**src/rtl/bcd_count_display_pkg.sv**
```systemverilog
// Shared types and BCD helpers for the BCD event counter / serial display driver.
package bcd_count_display_pkg;

  localparam int         NIBBLE_W = 4;
  localparam logic [3:0] BCD_MAX  = 4'd9;

  typedef enum logic {
    CNT_IDLE,
    CNT_RIPPLE
  } cnt_state_t;

  typedef enum logic [1:0] {
    SHF_IDLE,
    SHF_LOW,
    SHF_HIGH,
    SHF_LATCH
  } shf_state_t;

  // Adds 0..2 to one BCD digit; returns {carry_out, new_digit}.
  function automatic logic [4:0] bcd_digit_add(input logic [3:0] digit, input logic [1:0] add);
    logic [4:0] sum;
    sum = {1'b0, digit} + {3'b000, add};
    if (sum > {1'b0, BCD_MAX}) begin
      bcd_digit_add = {1'b1, sum[3:0] - 4'd10};
    end else begin
      bcd_digit_add = {1'b0, sum[3:0]};
    end
  endfunction

endpackage

```
**src/rtl/bcd_count_display_if.sv**
```systemverilog
// Strobe inputs and serial display bus of the BCD counter/display block.
interface bcd_count_display_if #(
  parameter int DIGITS = 6
);

  logic [DIGITS-1:0] trigger;
  logic              inc_pulse;
  logic              ref_pulse;
  logic              ser_data;
  logic              ser_clk;
  logic              ser_latch;
  logic              busy;
  logic              overflow;

  modport master (
    output trigger, inc_pulse, ref_pulse,
    input  ser_data, ser_clk, ser_latch, busy, overflow
  );

  modport slave (
    input  trigger, inc_pulse, ref_pulse,
    output ser_data, ser_clk, ser_latch, busy, overflow
  );

endinterface

```
**src/rtl/bcd_count_display_serial_shift_out.sv**
```systemverilog
// Serial frame shifter: snapshots a parallel word on a refresh strobe and
// shifts it out MSB first with a divided shift clock, then pulses latch.
//
// state     | meaning
// ----------+-----------------------------------------------------------
// SHF_IDLE  | no frame; outputs low, waiting for a refresh strobe
// SHF_LOW   | shift clock low, current MSB driven on ser_data
// SHF_HIGH  | shift clock high, display samples ser_data
// SHF_LATCH | all bits sent, latch pulse high; may chain a pending frame
module serial_shift_out
  import bcd_count_display_pkg::*;
#(
  parameter int WIDTH   = 24,
  parameter int CLK_DIV = 4
) (
  input  logic             clk,
  input  logic             reset,
  input  logic [WIDTH-1:0] snapshot,
  input  logic             ref_pulse,
  output logic             ser_data,
  output logic             ser_clk,
  output logic             ser_latch,
  output logic             busy
);

  localparam int               DIV_W    = (CLK_DIV > 1) ? $clog2(CLK_DIV) : 1;
  localparam int               BIT_W    = $clog2(WIDTH + 1);
  localparam logic [DIV_W-1:0] DIV_LOAD = DIV_W'(CLK_DIV - 1);
  localparam logic [BIT_W-1:0] BIT_LOAD = BIT_W'(WIDTH);

  shf_state_t       state, state_nxt;
  logic [DIV_W-1:0] div_cnt, div_nxt;
  logic [BIT_W-1:0] bit_cnt, bit_nxt;
  logic [WIDTH-1:0] shreg, shreg_nxt;
  logic             pending, pending_nxt;
  logic             ref_q;
  logic             data_nxt, clk_nxt, latch_nxt, busy_nxt;
  logic             div_done;

  // Register the strobe so no input reaches an output combinationally.
  always_ff @(posedge clk or posedge reset) begin
    if (reset) ref_q <= 1'b0;
    else       ref_q <= ref_pulse;
  end

  // State, timers, shift register and registered serial outputs.
  always_ff @(posedge clk or posedge reset) begin
    if (reset) begin
      state     <= SHF_IDLE;
      div_cnt   <= '0;
      bit_cnt   <= '0;
      shreg     <= '0;
      pending   <= 1'b0;
      ser_data  <= 1'b0;
      ser_clk   <= 1'b0;
      ser_latch <= 1'b0;
      busy      <= 1'b0;
    end else begin
      state     <= state_nxt;
      div_cnt   <= div_nxt;
      bit_cnt   <= bit_nxt;
      shreg     <= shreg_nxt;
      pending   <= pending_nxt;
      ser_data  <= data_nxt;
      ser_clk   <= clk_nxt;
      ser_latch <= latch_nxt;
      busy      <= busy_nxt;
    end
  end

  // Next-state and next-output decode; the half-period timer is a down-counter.
  always_comb begin
    state_nxt   = state;
    div_nxt     = div_cnt;
    bit_nxt     = bit_cnt;
    shreg_nxt   = shreg;
    pending_nxt = pending;
    data_nxt    = ser_data;
    clk_nxt     = ser_clk;
    latch_nxt   = ser_latch;
    busy_nxt    = busy;
    div_done    = (div_cnt == '0);

    case (state)
      SHF_IDLE: begin
        if (ref_q) begin
          state_nxt = SHF_LOW;
          shreg_nxt = snapshot;
          bit_nxt   = BIT_LOAD;
          div_nxt   = DIV_LOAD;
          data_nxt  = snapshot[WIDTH-1];
          clk_nxt   = 1'b0;
          busy_nxt  = 1'b1;
        end
      end

      SHF_LOW: begin
        pending_nxt = pending | ref_q;
        if (div_done) begin
          state_nxt = SHF_HIGH;
          div_nxt   = DIV_LOAD;
          clk_nxt   = 1'b1;
        end else begin
          div_nxt = div_cnt - 1'b1;
        end
      end

      SHF_HIGH: begin
        pending_nxt = pending | ref_q;
        if (div_done) begin
          shreg_nxt = shreg << 1;
          bit_nxt   = bit_cnt - 1'b1;
          div_nxt   = DIV_LOAD;
          clk_nxt   = 1'b0;
          if (bit_cnt == BIT_W'(1)) begin
            state_nxt = SHF_LATCH;
            data_nxt  = 1'b0;
            latch_nxt = 1'b1;
          end else begin
            state_nxt = SHF_LOW;
            data_nxt  = shreg[WIDTH-2];
          end
        end else begin
          div_nxt = div_cnt - 1'b1;
        end
      end

      SHF_LATCH: begin
        if (div_done) begin
          latch_nxt   = 1'b0;
          pending_nxt = 1'b0;
          // A refresh that arrived mid-frame chains straight into a new frame.
          if (pending | ref_q) begin
            state_nxt = SHF_LOW;
            shreg_nxt = snapshot;
            bit_nxt   = BIT_LOAD;
            div_nxt   = DIV_LOAD;
            data_nxt  = snapshot[WIDTH-1];
          end else begin
            state_nxt = SHF_IDLE;
            busy_nxt  = 1'b0;
          end
        end else begin
          div_nxt     = div_cnt - 1'b1;
          pending_nxt = pending | ref_q;
        end
      end

      default: begin
        state_nxt = SHF_IDLE;
      end
    endcase
  end

endmodule

```
**src/rtl/bcd_count_display.sv**
```systemverilog
// BCD event counter with ripple-carry digit update and a serial display output.
//
// state      | meaning
// -----------+----------------------------------------------------------
// CNT_IDLE   | waiting for an increment strobe
// CNT_RIPPLE | adding the captured mask one digit per cycle, LSD first
module bcd_count_display
  import bcd_count_display_pkg::*;
#(
  parameter int DIGITS  = 6,
  parameter int CLK_DIV = 4
) (
  input logic           clk,
  input logic           reset,
  bcd_count_display_if.slave bus
);

  localparam int               IDX_W    = (DIGITS > 1) ? $clog2(DIGITS) : 1;
  localparam logic [IDX_W-1:0] LAST_IDX = IDX_W'(DIGITS - 1);

  logic [DIGITS-1:0][NIBBLE_W-1:0] digit, digit_nxt;
  logic [NIBBLE_W*DIGITS-1:0]      snapshot;
  cnt_state_t                      cnt_state, cnt_state_nxt;
  logic [IDX_W-1:0]                idx, idx_nxt;
  logic                            carry, carry_nxt;
  logic [DIGITS-1:0]               mask, mask_nxt;
  logic                            overflow_q, overflow_nxt;
  logic [4:0]                      add_res;

  // Counter state, digit registers and the sticky overflow flag.
  always_ff @(posedge clk or posedge reset) begin
    if (reset) begin
      cnt_state  <= CNT_IDLE;
      digit      <= '0;
      idx        <= '0;
      carry      <= 1'b0;
      mask       <= '0;
      overflow_q <= 1'b0;
    end else begin
      cnt_state  <= cnt_state_nxt;
      digit      <= digit_nxt;
      idx        <= idx_nxt;
      carry      <= carry_nxt;
      mask       <= mask_nxt;
      overflow_q <= overflow_nxt;
    end
  end

  // Ripple engine: one digit per cycle, later increment strobes ignored until done.
  always_comb begin
    cnt_state_nxt = cnt_state;
    digit_nxt     = digit;
    idx_nxt       = idx;
    carry_nxt     = carry;
    mask_nxt      = mask;
    overflow_nxt  = overflow_q;
    add_res       = '0;

    case (cnt_state)
      CNT_IDLE: begin
        if (bus.inc_pulse) begin
          cnt_state_nxt = CNT_RIPPLE;
          mask_nxt      = bus.trigger;
          idx_nxt       = '0;
          carry_nxt     = 1'b0;
        end
      end

      CNT_RIPPLE: begin
        add_res        = bcd_digit_add(digit[idx], {1'b0, mask[idx]} + {1'b0, carry});
        digit_nxt[idx] = add_res[3:0];
        carry_nxt      = add_res[4];
        if (idx == LAST_IDX) begin
          cnt_state_nxt = CNT_IDLE;
          if (add_res[4]) overflow_nxt = 1'b1;
        end else begin
          idx_nxt = idx + 1'b1;
        end
      end

      default: begin
        cnt_state_nxt = CNT_IDLE;
      end
    endcase
  end

  assign snapshot     = digit;
  assign bus.overflow = overflow_q;

  serial_shift_out #(
    .WIDTH   (NIBBLE_W * DIGITS),
    .CLK_DIV (CLK_DIV)
  ) u_shift (
    .clk       (clk),
    .reset     (reset),
    .snapshot  (snapshot),
    .ref_pulse (bus.ref_pulse),
    .ser_data  (bus.ser_data),
    .ser_clk   (bus.ser_clk),
    .ser_latch (bus.ser_latch),
    .busy      (bus.busy)
  );

endmodule

```
**src/flat_wrapper.sv**
```systemverilog
// flat-port wrapper written by rule: the top's interface ports become plain ports
module bcd_count_display_flat import bcd_count_display_pkg::*;
#(
  parameter int DIGITS  = 6,
  parameter int CLK_DIV = 4
)
  (clk, reset, bus_trigger, bus_inc_pulse, bus_ref_pulse, bus_ser_data, bus_ser_clk, bus_ser_latch, bus_busy, bus_overflow);
  bcd_count_display_if #(.DIGITS(DIGITS)) bus_i ();
  input logic clk;
  input logic reset;
  input wire logic [$bits(bus_i.trigger)-1:0] bus_trigger;
  input wire logic [$bits(bus_i.inc_pulse)-1:0] bus_inc_pulse;
  input wire logic [$bits(bus_i.ref_pulse)-1:0] bus_ref_pulse;
  output wire logic [$bits(bus_i.ser_data)-1:0] bus_ser_data;
  output wire logic [$bits(bus_i.ser_clk)-1:0] bus_ser_clk;
  output wire logic [$bits(bus_i.ser_latch)-1:0] bus_ser_latch;
  output wire logic [$bits(bus_i.busy)-1:0] bus_busy;
  output wire logic [$bits(bus_i.overflow)-1:0] bus_overflow;
  assign bus_i.trigger = bus_trigger;
  assign bus_i.inc_pulse = bus_inc_pulse;
  assign bus_i.ref_pulse = bus_ref_pulse;
  assign bus_ser_data = bus_i.ser_data;
  assign bus_ser_clk = bus_i.ser_clk;
  assign bus_ser_latch = bus_i.ser_latch;
  assign bus_busy = bus_i.busy;
  assign bus_overflow = bus_i.overflow;
  bcd_count_display #(.DIGITS(DIGITS), .CLK_DIV(CLK_DIV)) u_core (.clk(clk), .reset(reset), .bus(bus_i));
endmodule
```
**config.mk**
```make
export PLATFORM = sky130hd
export DESIGN_NAME = bcd_count_display_flat
export DESIGN_NICKNAME = d
export VERILOG_FILES = /design/src/rtl/bcd_count_display_pkg.sv /design/src/rtl/bcd_count_display_if.sv /design/src/rtl/bcd_count_display_serial_shift_out.sv /design/src/rtl/bcd_count_display.sv /design/src/flat_wrapper.sv
export SDC_FILE = /design/constraint.sdc
export NUM_CORES = 1
export LEC_CHECK = 0
export ABC_AREA = 1
export CAP_MARGIN = 20
export CORE_AREA = 2 2 87 89
export CTS_BUF_LIST = sky130_fd_sc_hd__clkbuf_4 sky130_fd_sc_hd__clkbuf_8 sky130_fd_sc_hd__clkbuf_16
export CTS_CLUSTER_SIZE = 16
export DETAILED_ROUTE_END_ITERATION = 12
export DIE_AREA = 0 0 89 91
export GPL_TIMING_DRIVEN = 0
export PLACE_DENSITY = 0.74
export SETUP_SLACK_MARGIN = 0.15
export SLEW_MARGIN = 20
export SYNTH_ARGS = -nofsm -noshare
export SYNTH_HDL_FRONTEND = slang
export SYNTH_SLANG_ARGS = --single-unit
```
**constraint.sdc**
```tcl
create_clock -name clk -period 2.59 [get_ports clk]
set_input_delay 0.6475 -clock clk [delete_from_list [all_inputs] [get_ports clk]]
set_output_delay 0.6475 -clock clk [all_outputs]
set_load 0.02 [all_outputs]
```
==> results of run 1 <==
[tightest hold or removal path: stages, from the launching register on]
cell	delay, ps
dfrtp_1	350
nand2_1	60
nand2_1	50
[cell type report]
class	instances	area (sq um)	area share, %
flip-flops and latches	74	1850	38.9
multi-input cells	291	1750	36.8
repair buffers	42	395	8.29
inverters	73	288	6.03
clock buffers	10	138	2.88
clock inverters	6	136	2.86
well taps	99	124	2.60
plain buffers	12	82.6	1.73
[sequential cells by signal, summed over array words and instances, names as in the netlist, 2 cells and up]
register and count:
u_core.u_shift.bit_cnt 5, u_core.u_shift.state 2, u_core.u_shift.shreg 23, u_core.mask 6, u_core.u_shift.div_cnt 2, u_core.digit 24
u_core.idx 3
[through the flow]
step / std cells / TNS [ps] / area [sq um]
finish: 607 / -4760 / 4770
global route: 607 / -6380 / 4770
CTS: 600 / -2980 / 4640
detailed placement: 565 / -8790 / 4130
global placement: 563 / -6600 / 4090
floorplan: 450 / -233 / 3830
[cells in the mapped netlist (2+ instances only)]
master | instances | area, sq um
nand2_4 | 7 | 78.8
o211ai_1 | 15 | 113
inv_2 | 3 | 11.3
ha_1 | 7 | 87.6
o21ai_0 | 33 | 165
o21ai_1 | 5 | 25.0
nand2_2 | 2 | 12.5
nand3_2 | 5 | 50.1
nor2_2 | 5 | 31.3
a221oi_1 | 7 | 61.3
nand3_1 | 20 | 100
nand4_1 | 3 | 18.8
o31ai_1 | 2 | 15.0
nor3_1 | 6 | 30.0
buf_2 | 3 | 15.0
o22ai_1 | 5 | 31.3
xnor2_1 | 2 | 17.5
nor2_1 | 31 | 116
clkbuf_1 | 4 | 15.0
mux2_2 | 6 | 67.6
nand3b_1 | 2 | 15.0
nand2_1 | 116 | 435
inv_1 | 68 | 255
a21oi_1 | 3 | 15.0
o221ai_1 | 2 | 17.5
buf_4 | 3 | 22.5
dfrtp_1 | 74 | 1850
buf_6 | 2 | 22.5
[metal layers]
layer	vias up	GRT usage, %
li1	1561	-
met1	1543	31.4
met2	123	38.2
met3	44	7.27
met4	0	12.4
met5	-	0
[what timing repair did]
item	CTS	global route
hold endpoints to repair	0	0
gates cloned	1	0
pin swaps	9	9
resized for setup	20	22
hold buffers	0	0
setup endpoints to repair	20	20
setup buffers	18	7
[placed cells by master (no fill, tap or decap), types with 10 or more instances in the layout]
cell type	n
nand2_1	107
dfrtp_1	72
inv_1	63
nor2_1	30
o21ai_0	27
buf_4	27
nand3_1	17
o211ai_1	15
clkdlybuf4s50_1	14
clkbuf_8	10
[worst min path at each step]
stage                                      to  cells past startpoint
after floorplan              u_core.digit[15]                      2
after global placement    u_core.bus.overflow                      1
after detailed placement     u_core.digit[15]                      2
after CTS                 u_core.bus.overflow                      1
after global routing      u_core.bus.overflow                      1
final                        u_core.digit[15]                      2
[cells by family after synthesis]
family / Yosys count / synth area share (%)
compound gates: 75 / 12.3
fa+ha+maj: 8 / 2.84
mux: 6 / 1.78
simple gates: 200 / 24.6
buf+inv: 85 / 9.27
xor+xnor: 2 / 0.462
flops: 74 / 48.8
==> key figures, run 1 <==
Run status
  • Status: complete, but fails checks
  • Failing checks: setup timing

Detailed routing
  • Routed WL: 9.31 mm
  • Routed wire length on met3: 510 microns
  • Vias: about 3300
  • DR vias/cell: ~5.4
  • Post-DRT Antenna Nets: 0
  • Residual DRC: 0
  • DRT met1 WL: 3.75 mm
  • Metal2 WL: 4.57 mm
  • DR WL/cell: 15.3 microns
  • Drt pass-1 iters: 5
  • DR iter-0 viols: 182
  • Top sig layer: met4

Synth
  • Yosys reg bits: 74
  • Post-synth top flop: dfrtp_1
  • Mapped Cells: between 400 and 500
  • FFs w/ async S/R, synth: 100%
  • EDFF count, synth: 0
  • Cell Area, Synth: 3790 sq um
  • Mapped Avg Cell Area: 8.43 sq um
  • Ys Warns: 0
  • Post-synthesis cell type count: 37
  • Syn nets: 468
  • Register area share after synthesis: 48.8%

Clock network
  • CTS buffer count: 9
  • CTS Buffer Depth: 2
  • # clock sinks: between 70 and 80
  • CTS tree: built
  • # H-tree levels: 3
  • Clock Latency Late Sink: 360 ps
  • Clk root buf: clkbuf_8
  • Clk slew on worst S/H paths: 80 ps

Worst hold path
  • Hold Startpoint: u_core.digit[15]
  • Hold WC Path Type: reg2reg

Timing
  • Slew HR: 69.4%
  • Setup ws final: -278 ps
  • Count of final hold-check violations: 0
  • Worst-Margin Slew: 458 ps
  • Tmin final: 2870 ps
  • Layout Skew: 12.5 ps
  • Peak Freq: 0.349 GHz
  • Fin crit share: 111%
  • Max Transition Viols Final: 0
  • Final Hold Slack: 484 ps
  • Endpoints failing setup: 20
  • RSZ-0062 raised after global routing: yes

GRT
  • Global-route usage over all layers: 24.8%
  • Global-route wire length before repair: between 15 and 20 mm
  • Gr ovfl total: 0
  • Initial antenna violation count: 0
  • Vias in the first global route: 3308
  • Largest net degree at the start of global routing: 35

Setup path
  • FF-to-FF Start: u_core.idx[0]
  • Critical Path Sink: u_core.digit[19]
  • Crit path depth: 21
  • Worst reg2reg setup slack: -280 ps
  • RR Endpoint: u_core.digit[19]
  • CP Max Fanout: 6
  • Worst Path Arrival: 3110 ps
  • Worst Path Required: 2830 ps
  • Critical path endpoint category: register
  • Cell family with most CP delay: simple AND/OR/NAND/NOR gates
  • CP cell instances: buf_6, inv_8, buf_8, a21oi_4, o21ai_4, o221ai_2, fa_2, ha_4, nand4_1, nand2_2, inv_2, ha_4, nand2_4, nand2_4, inv_4, nand2_8, nand2_8, nand2_4, nand2_8, nand2_2, nand2_1
  • Slowest cell on crit path: fa_2
  • Critical path's largest stage delay: 440 ps
  • Worst Setup Start Kind: register
  • FF-to-FF path depth: 21
  • Bufs and invs on worst path: 5
  • Setup crit start: u_core.idx[0]
  • Crit path kind: reg2reg

Placed design
  • Routability cong.: 0.899
  • Port Buffers: 14
  • DPL Wire Length: 6.10 mm
  • Post-place setup slack: -480 ps

Die
  • Die area: 8100 sq um
  • # rows: 31
  • Io pins: 15
  • Die Height: 91 microns
  • Initial Util: a little over half
  • Core ar.: around 7000 sq um
  • Die Width: roughly 89 microns

Layout
  • Diode count: 0
  • Final core utilization: 66.9%
  • Fillcell total: 557
  • Share of cells above drive strength 1: 22.6%
  • Area Overhead vs Synth: 25.8%
  • Layout Nets: approximately 520

Job
  • Max cap viols: 0
Power of run 1 is not shown: default switching activity piles up to over one toggle a cycle in this logic, so the estimate is an artifact.
==> run 2, diff against run 1 <==
REMOVE_ABC_BUFFERS = 1   (was default)
==> key figures, run 2 (synthesized netlist as in run 1, its figures left out) <==
Layout
  • Most common cell after layout, fill and taps aside: nand2_1 (unchanged)
  • Most flops, register: u_core.digit (unchanged)
  • Layout Cells excl Fill: 590 (was 607)
  • Area Overhead vs Synth: 21.2% (was 25.8%)
  • Share of cells above drive strength 1: 22.4% (was 22.6%)
  • Top Registers: u_core.digit (24), u_core.u_shift.shreg (23), u_core.mask (6) (unchanged)
  • Largest register FFs: 24 (unchanged)
  • Diode count: 0 (unchanged)
  • Layout Nets: 504 (was 521)
  • Fillcell total: 584 (was 557)
  • Post-route cell area: 4600 sq um (was 4770 sq um)
  • Multi-input gate area: 1770 sq um (was 1750 sq um)
  • Most frequent cells in the layout: nand2_1, dfrtp_1, inv_1 (unchanged)
  • Register Area: 1860 sq um (was 1850 sq um)

Timing
  • Worst-Margin Slew: 518 ps (was 458 ps)
  • Peak Freq: 0.365 GHz (was 0.349 GHz)
  • Count of final hold-check violations: 0 (unchanged)
  • Final TNS setup: -1740 ps (was -4760 ps)
  • Slew HR: 65.4% (was 69.4%)
  • Layout Skew: 7.12 ps (was 12.5 ps)
  • Endpoints failing setup: 20 (unchanged)
  • Tmin final: 2740 ps (was 2870 ps)
  • RSZ-0062 raised after global routing: yes (unchanged)
  • Setup ws final: -147 ps (was -278 ps)
  • Max Transition Viols Final: 0 (unchanged)
  • Final Hold Slack: 490 ps (was 484 ps)
  • Fin crit share: 106% (was 111%)

Detailed routing
  • DR iter-0 viols: 183 (was 182)
  • Residual DRC: 0 (unchanged)
  • DR WL/cell: 14.0 microns (was 15.3 microns)
  • DR vias/cell: 5.32 (was 5.39)
  • Drt pass-1 iters: 4 (was 5)
  • Routed WL: 8.27 mm (was 9.31 mm)
  • Vias: 3141 (was 3271)
  • Post-DRT Antenna Nets: 0 (unchanged)

Die
  • Die Width: 89 microns (unchanged)
  • Initial Util: 53.2% (unchanged)
  • Io pins: 15 (unchanged)
  • Die Height: 91 microns (unchanged)
  • Core ar.: 7140 sq um (unchanged)
  • # rows: 31 (unchanged)
  • Die area: 8100 sq um (unchanged)

Clock network
  • Clk root buf: clkbuf_8 (unchanged)
  • # clock sinks: 74 (unchanged)
  • Hold_buf cts: 0 (unchanged)
  • Clk slew on worst S/H paths: 80 ps (about the same)
  • CTS tree: built (unchanged)
  • Clock Latency Late Sink: 350 ps (was 360 ps)
  • CTS Buffer Depth: 2 (unchanged)
  • # H-tree levels: 3 (unchanged)
  • CTS buffer count: 9 (unchanged)

Setup path
  • CP Max Fanout: 6 (unchanged)
  • Crit path kind: reg2reg (unchanged)
  • Worst Setup Start Kind: register (unchanged)
  • Worst Path Required: 2880 ps (was 2830 ps)
  • Critical path endpoint category: register (unchanged)
  • Worst Path Arrival: 3030 ps (was 3110 ps)
  • Worst reg2reg setup slack: -150 ps (was -280 ps)

Worst hold path
  • Hold WC Path Type: reg2reg (unchanged)

Job
  • Max cap viols: 0 (unchanged)

GRT
  • Global-route usage over all layers: 22.7% (was 24.8%)
  • Global-route wire length before repair: 14.3 mm (was 15.3 mm)
  • Vias in the first global route: 3178 (was 3308)
  • Initial antenna violation count: 0 (unchanged)
  • Largest net degree at the start of global routing: 42 (was 35)
  • Gr ovfl total: 0 (unchanged)

Placed design
  • Port Buffers: 14 (unchanged)
  • DP Area: 4020 sq um (was 4130 sq um)
  • Placed Cells incl. Taps: 553 (was 565)
  • DPL Wire Length: 5.52 mm (was 6.10 mm)
  • Routability cong.: 0.890 (was 0.899)

Run status
  • Failing checks: setup timing (unchanged)
  • Status: complete, but fails checks (unchanged)
## run 2: final timing paths
check,cells after the start,endpoint,start
worst max register to register,17,u_core.digit[19],u_core.idx[1]
worst min register to register,1,u_core.bus.overflow,u_core.bus.overflow
worst min-delay path,1,u_core.bus.overflow,u_core.bus.overflow
worst max-delay path,17,u_core.digit[19],u_core.idx[1]
max in group asynchronous,3,u_core.idx[0],reset
min in group asynchronous,2,u_core.u_shift.shreg[5],reset
## run 2: area by class of cell
class	instances	area share, %
repair inverters	1	0.163
clock inverters	6	1.96
flip-flops and latches	74	40.3
well taps	99	2.69
clock buffers	10	2.86
inverters	73	6.26
repair buffers	36	7.24
multi-input cells	291	38.5
## run 2: through the flow
stage / setup WS (ps) / util [%]
floorplan: -317 / -
global placement: -1130 / 55.8
detailed placement: -860 / 56.4
CTS: -127 / 62.6
global route: -274 / 64.4
finish: -147 / 64.4
## run 2: critical path: stages, from the launching register on
cell and delay, ps:
dfrtp_2 460, buf_6 130, nor2_4 160, o21ai_2 80, o221ai_2 230, fa_2 270, ha_4 140, nand4_1 150
nand2_2 130, inv_2 50, ha_4 150, buf_4 130, nand3b_1 150, nand2_1 130, nand2_4 80, nand2_8 100
nand2_1 60, nand2_1 70
## run 2: timing repair
action                                  in CTS  in global routing
pin swaps                                   16                 11
endpoints found under the setup margin      42                 44
resized for setup                           32                 23
buffers inserted                            14                  6
gates cloned                                 1                  0
## run 2: metal layers
metal | global-route usage (%) | vias up | wire length, microns
li1 | - | 1527 | -
met1 | 29.5 | 1513 | 3600
met2 | 35.9 | 71 | 4070
met3 | 4.27 | 30 | 295
met4 | 11.8 | 0 | 299
met5 | 0 | - | 0
Power of run 2 is left out for the same reason.
==> run 3, diff against run 2 <==
CORE_AREA = 2 2 108 110   (was 2 2 87 89)
DIE_AREA = 0 0 110 112   (was 0 0 89 91)
PLACE_DENSITY = default   (was 0.74)
==> key figures, run 3 (synthesized netlist as in run 1, its figures left out) <==
Timing
  • Endpoints failing setup: 20 (unchanged)
  • Layout Skew: 8.59 ps (was 7.12 ps)
  • Worst-Margin Slew: 480 ps (was 518 ps)
  • Max Transition Viols Final: 0 (unchanged)
  • Slew HR: 68.0% (was 65.4%)
  • Fin crit share: 105% (was 106%)
  • Count of final hold-check violations: 0 (unchanged)
  • RSZ-0062 raised after global routing: yes (unchanged)
  • Peak Freq: 0.369 GHz (was 0.365 GHz)
  • Tmin final: 2710 ps (was 2740 ps)
  • Setup ws final: -119 ps (was -147 ps)

Detailed routing
  • DR WL/cell: 13.4 microns (was 14.0 microns)
  • Residual DRC: 0 (unchanged)
  • Vias: 3069 (was 3141)
  • Post-DRT Antenna Nets: 0 (unchanged)
  • DR vias/cell: 4.83 (was 5.32)
  • Drt pass-1 iters: 4 (unchanged)
  • DR iter-0 viols: 180 (was 183)
  • Routed WL: 8.51 mm (was 8.27 mm)

GRT
  • Largest net degree at the start of global routing: 57 (was 42)
  • Global-route wire length before repair: 14.7 mm (was 14.3 mm)
  • Global-route usage over all layers: 15.3% (was 22.7%)
  • Initial antenna violation count: 0 (unchanged)
  • Vias in the first global route: 3122 (was 3178)
  • Gr ovfl total: 0 (unchanged)

Setup path
  • CP cell instances: buf_6, o21ai_2, o221ai_2, fa_2, ha_4, inv_2, nand2_2, nand2_2, inv_2, ha_4, nand2_2, nand2_2, inv_4, nand2_8, nand2_8, buf_4, nand2_2, o21bai_1 (was buf_6, nor2_4, o21ai_2, o221ai_2, fa_2, ha_4, nand4_1, nand2_2, inv_2, ha_4, buf_4, nand3b_1, nand2_1, nand2_4, nand2_8, nand2_1, nand2_1)
  • Cell mode on critical path: nand2_2 (was nand2_1)
  • CP Max Fanout: 7 (was 6)
  • Worst Path Required: 2840 ps (was 2880 ps)
  • Worst Setup Start Kind: register (unchanged)
  • Bufs and invs on worst path: 5 (was 3)
  • Worst Path Arrival: 2960 ps (was 3030 ps)
  • Crit path kind: reg2reg (unchanged)
  • Cell family with most CP delay: adder cells (was simple AND/OR/NAND/NOR gates)
  • Critical path endpoint category: register (unchanged)
  • Critical path's largest stage delay: 560 ps (was 460 ps)
  • Slowest cell on crit path: dfrtp_4 (was dfrtp_2)

Layout
  • Largest register FFs: 24 (unchanged)
  • Top Registers: u_core.digit (24), u_core.u_shift.shreg (23), u_core.mask (6) (unchanged)
  • Most flops, register: u_core.digit (unchanged)
  • Layout Nets: 506 (was 504)
  • Most frequent cells in the layout: nand2_1, dfrtp_1, inv_1 (unchanged)
  • Diode count: 0 (unchanged)
  • Share of cells above drive strength 1: 24.5% (was 22.4%)
  • Area Overhead vs Synth: 26.5% (was 21.2%)
  • Most common cell after layout, fill and taps aside: nand2_1 (unchanged)
  • Layout Cells excl Fill: 636 (was 590)

Clock network
  • Clk root buf: clkbuf_16 (was clkbuf_8)
  • CTS Buffer Depth: 2 (unchanged)
  • CTS tree: built (unchanged)
  • # H-tree levels: 3 (unchanged)
  • CTS buffer count: 9 (unchanged)
  • Clock Latency Late Sink: 330 ps (was 350 ps)
  • Clk slew on worst S/H paths: 60 ps (was 80 ps)
  • # clock sinks: 74 (unchanged)

Placed design
  • Routability cong.: 0.874 (was 0.890)
  • Placed Cells incl. Taps: 597 (was 553)
  • DPL Wire Length: 5.66 mm (was 5.52 mm)
  • Port Buffers: 14 (unchanged)

Die
  • Die area: 12300 sq um (was 8100 sq um)
  • Die Height: 112 microns (was 91 microns)
  • # rows: 39 (was 31)
  • Core ar.: 11200 sq um (was 7140 sq um)
  • Io pins: 15 (unchanged)
  • Initial Util: 33.9% (was 53.2%)
  • Die Width: 110 microns (was 89 microns)

Worst hold path
  • Hold WC Path Type: reg2reg (unchanged)

Job
  • Max cap viols: 0 (unchanged)

Run status
  • Status: complete, but fails checks (unchanged)
  • Failing checks: setup timing (unchanged)
[run 3: stage by stage]
| stage | setup slack [ps] | TNS, ps | util [%] | area (sq um) | hold WS (ps) |
|---|---|---|---|---|---|
| after floorplan | -317 | -6000 | - | 3720 | 449 |
| after global placement | -1210 | -105980 | 36.1 | 4040 | 465 |
| after detailed placement | -918 | -17060 | 36.5 | 4080 | 467 |
| after CTS | -139 | -2320 | 41.9 | 4680 | 485 |
| after global routing | -254 | -4310 | 43.0 | 4800 | 501 |
| final | -119 | -1810 | 43.0 | 4800 | 481 |
[run 3: worst min-delay path: stages (launching register included)]
cell and delay, ps:
dfrtp_1 340, nand2_1 50, nand2_1 50
[run 3: per-layer routing]
layer / track usage (%) / vias to the layer above / share of wire (%)
li1: - / 1539 / -
met4: 5.99 / 0 / 1.9
met1: 20.0 / 1466 / 45
met3: 3.28 / 13 / 3.7
met2: 24.6 / 51 / 49
met5: 0 / - / 0
[run 3: cell type report]
type,count,area [sq um]
Multi-Input combinational cell,291,1810
Fill cell,1070,6370
Clock buffer,9,225
Tap cell,143,179
Inverter,73,293
Timing Repair inverter,2,13.8
Clock inverter,7,83.8
Timing Repair Buffer,37,340
Sequential cell,74,1860
[run 3: worst paths after layout]
path	start	end	slack, ps	cells after the start
worst min-delay path	u_core.digit[23]	u_core.digit[23]	480	2
worst max register to register	u_core.idx[0]	u_core.bus.overflow	-120	18
min in group asynchronous	reset	u_core.u_shift.shreg[5]	630	2
worst max-delay path	u_core.idx[0]	u_core.bus.overflow	-120	18
worst min register to register	u_core.digit[23]	u_core.digit[23]	480	2
max in group asynchronous	reset	u_core.idx[0]	1400	3
[run 3: timing repair]
action                                  4_1_cts  5_1_grt
endpoints found under the setup margin       46       38
hold buffers                                  0        0
resized for setup                            41       30
setup buffers                                20        1
gates cloned                                  2        0
pin swaps                                    11       16
Power of run 3 is left out for the same reason.
